## src/rtl/priority_rr_arbiter.sv

```systemverilog
// Round-robin arbiter: one owner at a time, one idle cycle between owners,
// and a forced release (with a timeout pulse) once an owner hits MAX_HOLD cycles.
module priority_rr_arbiter #(
    parameter int WIDTH    = 8,
    parameter int MAX_HOLD = 16
) (
    input  logic                     clk,
    input  logic                     rst_n,
    input  logic [WIDTH-1:0]         req,
    input  logic                     done,
    output logic [WIDTH-1:0]         grant,
    output logic                     grant_valid,
    output logic [$clog2(WIDTH)-1:0] grant_id,
    output logic                     timeout
);
    localparam int IW = $clog2(WIDTH);
    localparam int HW = (MAX_HOLD > 1) ? $clog2(MAX_HOLD) : 1;
    localparam logic [IW-1:0] LAST_ID   = IW'(WIDTH - 1);
    localparam logic [HW-1:0] HOLD_LAST = HW'(MAX_HOLD - 1);

    typedef enum logic {IDLE, BUSY} state_e;

    state_e           state_q, state_d;
    logic [WIDTH-1:0] grant_q, grant_d;
    logic [IW-1:0]    id_q, id_d;
    logic [IW-1:0]    ptr_q, ptr_d;
    logic [HW-1:0]    hold_q, hold_d;
    logic             timeout_q, timeout_d;

    logic [WIDTH-1:0] req_upper;
    logic [IW-1:0]    winner;
    logic             hold_limit;
    logic             owner_release;

    // Winner search: lowest requester at or above ptr, else lowest overall.
    always_comb begin
        req_upper = req & ~((WIDTH'(1) << ptr_q) - WIDTH'(1));
        winner    = '0;
        for (int i = WIDTH - 1; i >= 0; i--) begin
            if (req[i]) winner = IW'(i);
        end
        if (|req_upper) begin
            for (int i = WIDTH - 1; i >= 0; i--) begin
                if (req_upper[i]) winner = IW'(i);
            end
        end
    end

    assign hold_limit    = (hold_q == HOLD_LAST);
    assign owner_release = done | ~req[id_q];

    always_ff @(posedge clk or negedge rst_n) begin
        if (!rst_n) begin
            state_q   <= IDLE;
            grant_q   <= '0;
            id_q      <= '0;
            ptr_q     <= '0;
            hold_q    <= '0;
            timeout_q <= 1'b0;
        end else begin
            // NOTE: non-blocking assignments so every register samples pre-edge values.
            state_q   <= state_d;
            grant_q   <= grant_d;
            id_q      <= id_d;
            ptr_q     <= ptr_d;
            hold_q    <= hold_d;
            timeout_q <= timeout_d;
        end
    end

    always_comb begin
        // NOTE: every variable gets a default first so no latch is inferred.
        state_d   = state_q;
        grant_d   = grant_q;
        id_d      = id_q;
        ptr_d     = ptr_q;
        hold_d    = hold_q;
        timeout_d = 1'b0;
        unique case (state_q)
            IDLE: begin
                if (|req) begin
                    state_d = BUSY;
                    grant_d = WIDTH'(1) << winner;
                    id_d    = winner;
                    hold_d  = '0;
                end
            end
            BUSY: begin
                if (owner_release || hold_limit) begin
                    state_d   = IDLE;
                    grant_d   = '0;
                    id_d      = '0;
                    ptr_d     = (id_q == LAST_ID) ? '0 : id_q + IW'(1);
                    hold_d    = '0;
                    // A voluntary release in the limit cycle is not a timeout.
                    timeout_d = ~owner_release;
                end else begin
                    hold_d = hold_q + HW'(1);
                end
            end
            default: state_d = IDLE;
        endcase
    end

    always_comb begin
        grant       = grant_q;
        grant_valid = (state_q == BUSY);
        grant_id    = id_q;
        timeout     = timeout_q;
    end

endmodule

```

## config.mk

```make
export PLATFORM = sky130hd
export DESIGN_NAME = priority_rr_arbiter
export DESIGN_NICKNAME = d
export VERILOG_FILES = /design/src/rtl/priority_rr_arbiter.sv
export SDC_FILE = /design/constraint.sdc
export NUM_CORES = 1
export LEC_CHECK = 0
export ABC_AREA = 1
export CELL_PAD_IN_SITES_DETAIL_PLACEMENT = 0
export CELL_PAD_IN_SITES_GLOBAL_PLACEMENT = 1
export CORE_MARGIN = 10
export CORE_UTILIZATION = 39
export DETAILED_ROUTE_END_ITERATION = 10
export GPL_TIMING_DRIVEN = 0
export PLACE_DENSITY = 0.9
export SLEW_MARGIN = 20
export SYNTH_ARGS = -nofsm -noshare
export SYNTH_HDL_FRONTEND = slang
export SYNTH_SLANG_ARGS = --single-unit
```

## constraint.sdc

```tcl
create_clock -name clk -period 3 [get_ports clk]
set_input_delay 0.3 -clock clk [delete_from_list [all_inputs] [get_ports clk]]
set_output_delay 0.3 -clock clk [all_outputs]
set_load 0.1 [all_outputs]
```

**After elaboration in Yosys (flattened, before gate mapping)**

Index checks and enable logic that the tools add are counted.

- Output and inout bits: 13
- Bits of input ports: 11
- Flip-flop bits (word level): 20

- Eq/ne operators: 4
- Mux-type cells: 34
- Bitwise logic cells: 6
- Reduce and logical (&&, ||, !) cells: 5
- Shifts and indexed selects: 2
- $add $sub $neg: 3
- Order comparisons: 1

Operator list:

| kind | number |
|---|---|
| two-way mux 3 bit | 20 |
| two-way mux 8 bit | 2 |
| one-hot mux 8 bit (2 select lines) | 1 |
| OR reduction 8 bit | 2 |
| << shifter 1 x 3 -> 8 bit (first input constant) | 2 |
| bitwise AND 8 bit | 1 |
| two-way mux 4 bit | 2 |
| inverter 8 bit | 1 |
| one-hot mux 4 bit (2 select lines) | 1 |
| subtractor 8 x 1 -> 8 bit (second input constant) | 1 |
| one-hot mux 3 bit (2 select lines) | 1 |
| two-way mux 1 bit | 5 |
| adder 4 x 1 -> 4 bit (second input constant) | 1 |
| == test 4 bit (second input constant) | 1 |
| less-than comparator 3 x 4 -> 1 bit (second input constant) | 1 |
| AND reduction 2 bit | 2 |
| adder 3 x 1 -> 3 bit (second input constant) | 1 |
| binary-select mux 1 bit (select 3 bit) | 1 |
| == test 3 bit (second input constant) | 1 |
| inverter 1 bit | 3 |
| != test 2 x 1 -> 1 bit (second input constant) | 1 |
| != test 2 bit (second input constant) | 1 |
| one-hot mux 1 bit (2 select lines) | 1 |
| logical OR 1 bit | 1 |
| OR 1 bit | 1 |

**Longest topological paths before layout**

- Word-level depth: 20
- Depth in mapped cells: 18
- Gate-level depth less buffers: 18

**Worst setup path before layout**

No wires, ideal clock.

- Kind: reg2reg
- From: register id_q[0] (netlist: grant_id[0])
- To: register id_q[0] (netlist: grant_id[0])
- Stages on the path, launching flop included: 14
- Setup time: 0.163 ns
- Buffers on the path: 0
- Arrival time: 2.060 ns
- Setup slack: 0.777 ns
- Cells stage by stage: dfrtp_1 -> a21oi_1 -> o21ai_0 -> nand2_1 -> nand2_1 -> o21ai_2 -> inv_2 -> nor2_4 -> nand2_2 -> nand2_4 -> nand2_4 -> clkinv_4 -> nand2_1 -> o21ai_1

- Longest elaborated chain between the ends: 7

Ends and longest elaborated chain:

| element | RTL line | text |
|---|---|---|
| start: declaration | 25 | `logic [IW-1:0] id_q, id_d;` |
| start signal: assignment | 64 | `id_q <= id_d;` |
| binary-select mux 1 bit (select 3 bit) | 50 | `assign owner_release = done \| ~req[id_q];` |
| two-way mux 1 bit (not written as such) | 50 |  |
| inverter 1 bit | 50 |  |
| OR 1 bit | 50 |  |
| logical OR 1 bit | 89 | `if (owner_release \|\| hold_limit) begin` |
| != test 2 x 1 -> 1 bit (no source line) | - |  |
| AND reduction 2 bit (no source line) | - |  |

Every way passes these cells. The select of a mux whose other input is x is not followed.
A chain may end at the register's enable or synchronous reset.

**Worst setup path in the final report**

- From: register id_q[0] (netlist: grant_id[0])
- To: output grant_id[0]

RTL lines:

| element | RTL line | text |
|---|---|---|
| end: declaration | 13 | `output logic [$clog2(WIDTH)-1:0] grant_id,` |

No word-level cell between the ends.

==> summary.md <==
| Metric | Value |
|---|---|
| Leakage Power | 0.0007665 uW |
| Final setup vio count | 0 |
| Cts hold-fix bufs | 0 |
| Std cell rows | 19 |
| Seq/Total Area, Yosys | 42.19% |
| Post-CTS Setup Inserts | 0 |
| Area growth syn-to-layout | 25.74% |
| Antenna-violating nets left | 0 |
| Slew headroom | a little over a third |
| Async S/R FF share, synth | 100.0% |
| VDD IR max | 831.1 uV |
| CP Cell Sequence | clkdlybuf4s50_1 |
| Setup_tns | 0 ns |
| Final GP Congestion | 0.8327 |
| Post-synth cell types | 26 |
| Post-synth top area share | 42.19% |
| CP Buf/Inv Count | 1 |
| CTS Sinks | 20 |
| Final Max Slew Viols | 0 |
| Reg2reg start | grant_id[0]$_DFFE_PN0P_ |
| Worst slew pin tran | approximately 1 ns |
| Final clock skew | 0.009549 ns |
| Warnings from Yosys | 0 |
| Core area | 2829 um^2 |
| GRT Total Usage | 10.95% |
| Cells after Synth | 162 |
| CP max FO | 9 |
| Synth cell count leaders | nand2_1 (52), inv_1 (21), dfrtp_1 (20), nand3_1 (13), nor2_1 (10) |
| Hold Crit Class | input port to asynchronous set/reset pin |
| Startpoint type of the worst setup path | flop |
| CTS tree | done |
| Setup Crit Path Kind | flop to output port |
| Nets | 204 |
| Post-synth EDFFs | 0 |
| Number of max-cap violations | 0 |
| Met2 GRT Util | between 10% and 20% |
| #FFs+latches synth | 20 |
| Initial Util | approximately two fifths |
| Reg2reg end | grant_id[0]$_DFFE_PN0P_ |
| CTS clk-pin slew, worst paths | 0.11 ns |
| Synthesized cell area | 1186 um^2 |
| Outcome | completed |
| Die Y | 75.15 um |
| Most frequent cell after synthesis | nand2_1 |
| Ports | 24 |
| Post-DR wirelength/cell | 13.10 um |
| Final Power | 1649 uW |
| Critical path's top delay family | buffers and inverters |
| Placed Instances | 216 |
| Reg2reg setup slack | 1.30 ns |
| Final Hold Vio Count | 0 |
| Synth Flop Type | dfrtp_1 |
| Clk_lat worst skew | 0.29 ns |
| Unrepaired setup endpoints after global routing | false |
| Met3 Use GR | 2.497% |
| GR Util met1 | 12.36% |
| Syn Nets | 176 |
| # diodes | 0 |
| Largest net degree at the start of global routing | 21 |
| Drt first pass iters | 4 |
| Worst path depth | 1 |
| Number of I/O port buffers | 23 |
| HPWL after DPL | 2326 um |
| Crit path required time | 2.70 ns |
| Fin crit period | 2.322 ns |
| Via density | 5.109 |
| Drc violations | 0 |
| Crit share post-route | ~77% |
| Routed via count | roughly 1100 |
| Vias in the first global route | 1140 |
| Worst Setup End Kind | output port |
| GRT overflow | 0 |
| Max Root-Sink Buffers | 2 |
| H-tree levels | 1 |
| Resized cells post-CTS | 0 |
| GR peak layer | met2 |
| CTS root buffer | clkbuf_4 |
| Pwr dens | 1106 nW/um^2 |
| Area leader, netlist | dfrtp_1 |
| Initial antenna violation count | 0 |
| Data arrival, critical path | 2.02 ns |
| Die area | ~5600 um^2 |
| CTS Buf Count | 3 |
| Total Routed Length | 2882 um |
| Area contributors post-synth | dfrtp_1 (42%), nand2_1 (16%), inv_1 (6.6%), nand3_1 (5.5%), ha_1 (3.2%) |
| R2r worst-path depth | 14 |
| Share of layout cells above drive strength 1 | 8.466% |
| First-pass GRT wire length | around 4900 um |
| CP max-delay cell | clkdlybuf4s50_1 |
| Initial DRC count | 90 |
| Die width | 75.15 um |
| Avg Cell Area, Syn | 7.322 um^2 |
| Slowest Stage Delay on Critical Path | around 1.2 ns |
| Post-Layout Cell Count | 220 |
| Max Clk Rate | about 430 MHz |
| Critical path origin | grant_id[0]$_DFFE_PN0P_ |
-- report_power, final --
group	switching (uW)	internal, uW	total [uW]
clock network	77.3	73.9	151
logic	793	258	1050
registers	91.1	356	447
-- metrics by stage --
stage          setup WS [ns]  instance area [um^2]  util [%]  hold slack (ns)
2_1_floorplan         0.7769                  1186         -         0.004409
3_3_place_gp          0.7572                  1455     51.44           0.4679
3_5_place_dp          0.7240                  1455     51.44           0.4673
4_1_cts               0.6646                  1491     52.72           0.4963
5_1_grt               0.6024                  1491     52.72           0.5074
6_report              0.6778                  1491     52.72           0.4916
-- registers in the layout, indices dropped and copies added, names as in the netlist --
name	flops
grant_id	3
timeout	1
grant	8
grant_valid	1
hold_q	4
ptr_q	3
-- placed cells by master (no fill, tap or decap), types with 3 or more instances in the layout --
cell / synthesis / final
nand3_1: 13 / 13
clkdlybuf4s50_1: 0 / 23
o21ai_1: 5 / 5
ha_1: 3 / 3
dfrtp_1: 20 / 20
a21oi_1: 6 / 6
clkbuf_4: 0 / 3
nor2_1: 10 / 10
nand2_1: 52 / 52
o21ai_0: 6 / 6
inv_2: 4 / 4
nand4_1: 4 / 4
inv_1: 21 / 21
-- area by class of cell --
class                   instances  area [um^2]
fillers                       255         1338
multi-input cells             116        583.1
flip-flops and latches         20        500.5
repair buffers                 23        230.2
inverters                      26        102.6
well taps                      31        38.79
clock buffers                   4        36.28
-- how the worst max path moves through the flow --
stage / end / slack (ns)
3_3_place_gp: grant[1]$_DFFE_PN0P_ / 0.76
6_report: grant_id[0] / 0.68
5_1_grt: grant_valid / 0.60
4_1_cts: grant_valid / 0.66
2_1_floorplan: grant_id[0]$_DFFE_PN0P_ / 0.78
3_5_place_dp: grant[3]$_DFFE_PN0P_ / 0.72
-- routing by layer --
| metal | share of wire [%] | wire, um |
|---|---|---|
| met5 | 0 | 0 |
| met4 | 0.49 | 14 |
| met3 | 3.5 | 100 |
| met2 | 52 | 1485 |
| met1 | 44 | 1281 |
-- cells by family (layout without fill, tap and decap cells) --
family / after synthesis / after routing / share of synthesized area, %
xor+xnor: 2 / 2 / 1.477
compound gates: 23 / 23 / 10.97
simple gates: 88 / 88 / 33.55
flops: 20 / 20 / 42.19
fa+ha+maj: 3 / 3 / 3.165
buf+inv: 26 / 53 / 8.650
(Power assumes the default switching activity.)
==> RTL edit 1, RTL diff (same flow settings) <==
Set the parameter `MAX_HOLD` to 32 (it was 16).
--- a/src/rtl/priority_rr_arbiter.sv
+++ b/src/rtl/priority_rr_arbiter.sv
@@ -3,5 +3,5 @@
 module priority_rr_arbiter #(
     parameter int WIDTH    = 8,
-    parameter int MAX_HOLD = 16
+    parameter int MAX_HOLD = 32
 ) (
     input  logic                     clk,
Check against the original RTL: no difference found for any inputs over 10 cycles, from zero or initial values and one cycle with rst_n low; that may be too few to reach the edited logic, so the function may still have changed.
==> RTL edit 1 against the unedited design <==
  * Cell area increased by 4.6%
  * Synthesized cell count increased by 3.7%
  * Area after synthesis up 5.2%
  * Routed wire length decreased by 0.45%
  * Combinational power hardly changed
  * Sequential cell count is 1 higher
  * Total power fell by 0.29%
  * Worst setup slack got worse by 5.0 ps
  * Sequential share of layout area rose by 0.12 points
==> RTL edit 1: results (changes against the unedited design) <==
Parameter                              Value

Run status
  Result of the run    finished, final reports clean (unchanged)

Logic synthesis
  Net count after synthesis    183 (was 176)
  Top cell types by occurrence after synthesis    nand2_1 (50), inv_1 (25), dfrtp_1 (21) (was nand2_1 (52), inv_1 (21), dfrtp_1 (20))
  Sequential-to-total area share from yosys stat    0.421 (was 0.422)
  Number of synthesis warnings    0 (unchanged)
  Async set or reset register ratio after synthesis    1.00 (unchanged)
  Primary flip-flop cell chosen by synthesis mapping    dfrtp_1 (unchanged)
  Largest cells by area after synthesis    dfrtp_1 (42%), nand2_1 (15%), inv_1 (7.5%) (was dfrtp_1 (42%), nand2_1 (16%), inv_1 (6.6%))
  Number of distinct standard cells referenced by the synthesized netlist    29 (was 26)

Cells and area
  Share of cells above drive strength 1    0.0974 (was 0.0847)
  Antenna diode count    0 (unchanged)
  Post-layout net count    211 (was 204)
  Flip-flop count of the largest register after layout    8 (unchanged)
  Fill count    303 (was 255)

Power
  Internal power consumption    0.690 mW (was 0.688 mW)
  Leak pwr    0.784 nW (was 0.767 nW)
  Maximum ir drop on the vdd rail    0.627 mV (was 0.831 mV)

Detailed routing
  Detailed Route WL    2870 microns (was 2880 microns)
  Drt first-iter violations    65 (was 90)
  Number of detailed-routing iterations run before antenna repair    4 (unchanged)
  Routed vias/inst    4.79 (was 5.11)

Global route
  Met1 usage    0.132 (was 0.124)
  Via count of the first global-routing pass    1106 (was 1140)
  Number of antenna violations at the first check in global routing    0 (unchanged)
  Met3 usage    0.0165 (was 0.0250)
  Met2 global-route usage    0.169 (was 0.195)
  GRT Util Overall    0.102 (was 0.110)
  Global-route wire length before repair    5110 microns (was 4930 microns)
  Pin count of the biggest net entering global routing    22 (was 21)

CTS
  CTS Buf Count    3 (unchanged)
  Number of setup buffers added after CTS    0 (unchanged)
  Resize count post-CTS    0 (unchanged)
  Clk_lat worst skew    300 ps
  H-tree lvl count    1 (unchanged)
  Clock transition at the register clock pins on the worst setup and hold paths after CTS    110 ps (about the same)
  CTS Buffer Depth    2 (unchanged)
  CTS root buffer    clkbuf_4 (unchanged)

Run
  # Max-Cap Violations    0 (unchanged)

Worst setup path
  Crit-path slowest cell    clkdlybuf4s50_1 (unchanged)
  Crit path max fanout    9 (unchanged)
  Biggest cell delay along the critical path    1200 ps (about the same)
  Crit path DAT    2030 ps
  Cell class contributing the biggest share of worst-path delay    buffers and inverters (unchanged)

Placement
  IO buf count    23 (unchanged)
  Weighted congestion reported at the end of routability-driven placement    0.879 (was 0.833)
  Post-Place Worst Slack    833 ps (was 724 ps)
  Detailed placement HPWL    2290 microns (was 2330 microns)

Timing
  Fin Clk Skew    5.12 ps (was 9.55 ps)
  Slew at the pin closest to its max-slew limit    979 ps (was 975 ps)

Hold path
  Classification of the worst-slack hold path    in -> async (unchanged)
==> RTL edit 1: cell types whose count changed after synthesis, sizes merged, moves of 2 or more <==
cell and delta:
inv +5, nand2 -3, nand3 -3, buf +2
==> RTL edit 1: final timing paths <==
| path | depth (start not counted) | slack (ps) | start | to |
|---|---|---|---|---|
| max | 1 | 670 | grant_id[0]$_DFFE_PN0P_ | grant_id[0] |
| min | 1 | 490 | rst_n | grant[7]$_DFFE_PN0P_ |
| max reg2reg | 13 | 1310 | grant_id[0]$_DFFE_PN0P_ | grant_id[1]$_DFFE_PN0P_ |
| min reg2reg | 2 | 490 | grant[5]$_DFFE_PN0P_ | grant[5]$_DFFE_PN0P_ |
| max in group asynchronous | 1 | 1960 | rst_n | hold_q[0]$_DFFE_PN0P_ |
| min in group clk | 2 | 490 | grant[5]$_DFFE_PN0P_ | grant[5]$_DFFE_PN0P_ |
==> RTL edit 1: logic make-up after synthesis <==
logic type,share of synthesized area
fa+ha+maj,0.0401
buf+inv,0.103
flops,0.421
compound gates,0.118
simple gates,0.303
xor+xnor,0.0140
==> RTL edit 1: metal layers <==
| metal | vias to the layer above | routed length [microns] |
|---|---|---|
| li1 | 593 | - |
| met4 | 0 | 29 |
| met3 | 5 | 120 |
| met2 | 32 | 1400 |
| met5 | - | 0 |
| met1 | 514 | 1320 |
==> RTL edit 1: area by class of cell <==
| class | instances | area [sq um] | area share |
|---|---|---|---|
| multi-input combinational | 115 | 593 | 0.380 |
| timing repair buffer | 23 | 230 | 0.148 |
| sequential | 21 | 526 | 0.337 |
| inverter | 30 | 113 | 0.0722 |
| tap | 44 | 55.1 | 0.0353 |
| clock inverter | 1 | 5.00 | 0.00321 |
| buffer | 2 | 16.3 | 0.0104 |
| clock buffer | 3 | 22.5 | 0.0144 |
==> RTL edit 1: metrics by stage <==
stage	area, sq um	power (mW)	utilization	instances
after floorplan	1250	1.27	-	168
after global placement	1530	1.51	0.502	235
after detailed placement	1530	1.53	0.502	235
after CTS	1560	1.66	0.511	239
after global routing	1560	1.77	0.511	239
final	1560	1.64	0.511	239
==> RTL edit 1: power by group through the flow <==
stage | combinational (mW) | clock (mW) | sequential [mW]
2_1_floorplan | 0.383 | 0 | 0.890
3_3_place_gp | 1.04 | 0 | 0.468
3_5_place_dp | 1.06 | 0 | 0.470
4_1_cts | 1.06 | 0.139 | 0.464
5_1_grt | 1.14 | 0.150 | 0.482
6_report | 1.05 | 0.133 | 0.462
==> RTL edit 2, RTL diff (config.mk and constraints unchanged) <==
Without the edit above. Reset style: synchronous (`rst_n`), changed in one clocked block.
--- a/src/rtl/priority_rr_arbiter.sv
+++ b/src/rtl/priority_rr_arbiter.sv
@@ -50,5 +50,5 @@
     assign owner_release = done | ~req[id_q];
 
-    always_ff @(posedge clk or negedge rst_n) begin
+    always_ff @(posedge clk) begin
         if (!rst_n) begin
             state_q   <= IDLE;
Formal check against the unedited RTL: differs if rst_n is asserted again (counterexample within 4 cycles, from zero or initial values and one cycle with rst_n low); with rst_n held inactive, the same outputs for 10 cycles.
==> RTL edit 2 against the unedited design <==
  * Sequential cell count is the same
  * Critical path depth is the same
  * Synthesized cell count grew 4.3%
  * Cell area shrank 1.3%
  * Clock skew shrank 7.7 ps
  * Final cell count grew 3.2%
  * Worst setup slack lost 1.5 ps
  * Area after synthesis shrank 1.7%
  * Routed wire length shrank 2.2%
  * Register-to-register slack lost 120 ps
  * Utilization shrank 0.27 points
Power is not compared: it rests on default switching activity, and its combinational part moved more than twofold at a synthesized area within 25%.
==> RTL edit 2: results (changes against the unedited design) <==
Parameter                              Value

Run status
  Result of the run    finished, final reports clean (unchanged)

CTS
  Resize count post-CTS    0 (unchanged)

Timing
  Max_slew headroom    0.348 (about the same)
  Fin Clk Skew    1.90 ps (was 9.55 ps)

Logic synthesis
  Largest cells by area after synthesis    dfxtp_1 (34%), nand2_1 (12%), inv_1 (8.0%) (was dfrtp_1 (42%), nand2_1 (16%), inv_1 (6.6%))
  Async set or reset register ratio after synthesis    0 (was 1.00)
  Top cell types by occurrence after synthesis    nand2_1 (36), inv_1 (25), dfxtp_1 (20) (was nand2_1 (52), inv_1 (21), dfrtp_1 (20))
  Number of distinct standard cells referenced by the synthesized netlist    28 (was 26)
  Net count after synthesis    183 (was 176)
  Primary flip-flop cell chosen by synthesis mapping    dfxtp_1 (was dfrtp_1)
  Sequential-to-total area share from yosys stat    0.343 (was 0.422)

Worst setup path
  Endpoint of the most critical register-to-register path    grant_id[2]$_SDFFE_PN0P_ (was grant_id[0]$_DFFE_PN0P_)
  Origin of the critical flop-to-flop path    grant_id[0]$_SDFFE_PN0P_ (was grant_id[0]$_DFFE_PN0P_)
  Flop-to-flop setup slack    1180 ps (was 1300 ps)

Global route
  Global-route wire length before repair    4810 microns (was 4930 microns)
  Met1 usage    0.119 (was 0.124)
  Via count of the first global-routing pass    1114 (was 1140)
  Met2 global-route usage    0.195 (about the same)
  GRT Util Overall    0.108 (was 0.110)

Cells and area
  Post-layout net count    211 (was 204)
  Fill count    285 (was 255)
  Share of cells above drive strength 1    0.128 (was 0.0847)

Detailed routing
  Drt first-iter violations    69 (was 90)
  Routed vias/inst    5.04 (was 5.11)
  Detailed Route WL    2820 microns (was 2880 microns)

Placement
  Weighted congestion reported at the end of routability-driven placement    0.873 (was 0.833)
  Detailed placement HPWL    2290 microns (was 2330 microns)
  Post-Place Worst Slack    762 ps (was 724 ps)

Hold path
  Depth of the worst hold-timing path    2
[RTL edit 2: cell types whose count changed in the layout (fill, tap and decap cells not counted), moves of 3 or more]
cell and change:
a21oi_1 +10, a21oi_2 +6, dfrtp_1 -20, dfxtp_1 +20, inv_1 +4, inv_2 -3, nand2_1 -16, nand2_2 +6
nor2_1 +3, o21ai_1 -3
[RTL edit 2: final cells by class]
type	count	area, sq um	area share
Clock buffer	4	36.3	0.0247
Timing Repair Buffer	23	230	0.156
Multi-Input combinational cell	121	653	0.444
Inverter	26	97.6	0.0663
Buffer	2	15.0	0.0102
Sequential cell	20	400	0.272
Tap cell	31	38.8	0.0264
[RTL edit 2: metrics by stage]
stage                util  instances
floorplan               -        169
global placement    0.512        223
detailed placement  0.512        223
CTS                 0.525        227
global route        0.525        227
finish              0.525        227
[RTL edit 2: worst max-delay path by stage]
stage | depth (start not counted) | end | slack (ps)
CTS | 1 | grant_id[0] | 640
global route | 1 | grant_id[0] | 580
floorplan | 11 | grant_id[0]$_SDFFE_PN0P_ | 650
finish | 1 | grant_id[0] | 680
global placement | 9 | grant[7]$_SDFFE_PN0P_ | 760
detailed placement | 9 | grant[5]$_SDFFE_PN0P_ | 760
[RTL edit 2: routing by layer]
metal | share of wire | vias up
met5 | 0 | -
met4 | 0.0057 | 0
met3 | 0.049 | 2
met2 | 0.50 | 14
met1 | 0.45 | 519
li1 | - | 608
[RTL edit 2: kinds of logic (layout without fill, tap and decap cells)]
| logic type | Yosys count | after routing | synth area share |
|---|---|---|---|
| buffers and inverters | 28 | 55 | 0.0966 |
| AOI/OAI and AO/OA | 36 | 36 | 0.196 |
| adders and majority gates | 3 | 3 | 0.0322 |
| DFF | 20 | 20 | 0.343 |
| xor gates and xnor gates | 2 | 2 | 0.0150 |
| and+or+nand+nor | 80 | 80 | 0.317 |
[RTL edit 2: power groups by stage]
stage | sequential (mW) | clock, mW | combinational [mW]
6_report | 0.292 | 0.153 | 0.207
5_1_grt | 0.294 | 0.170 | 0.227
4_1_cts | 0.292 | 0.161 | 0.208
3_5_place_dp | 0.298 | 0 | 0.208
3_3_place_gp | 0.297 | 0 | 0.206
2_1_floorplan | 0.361 | 0 | 0.0897
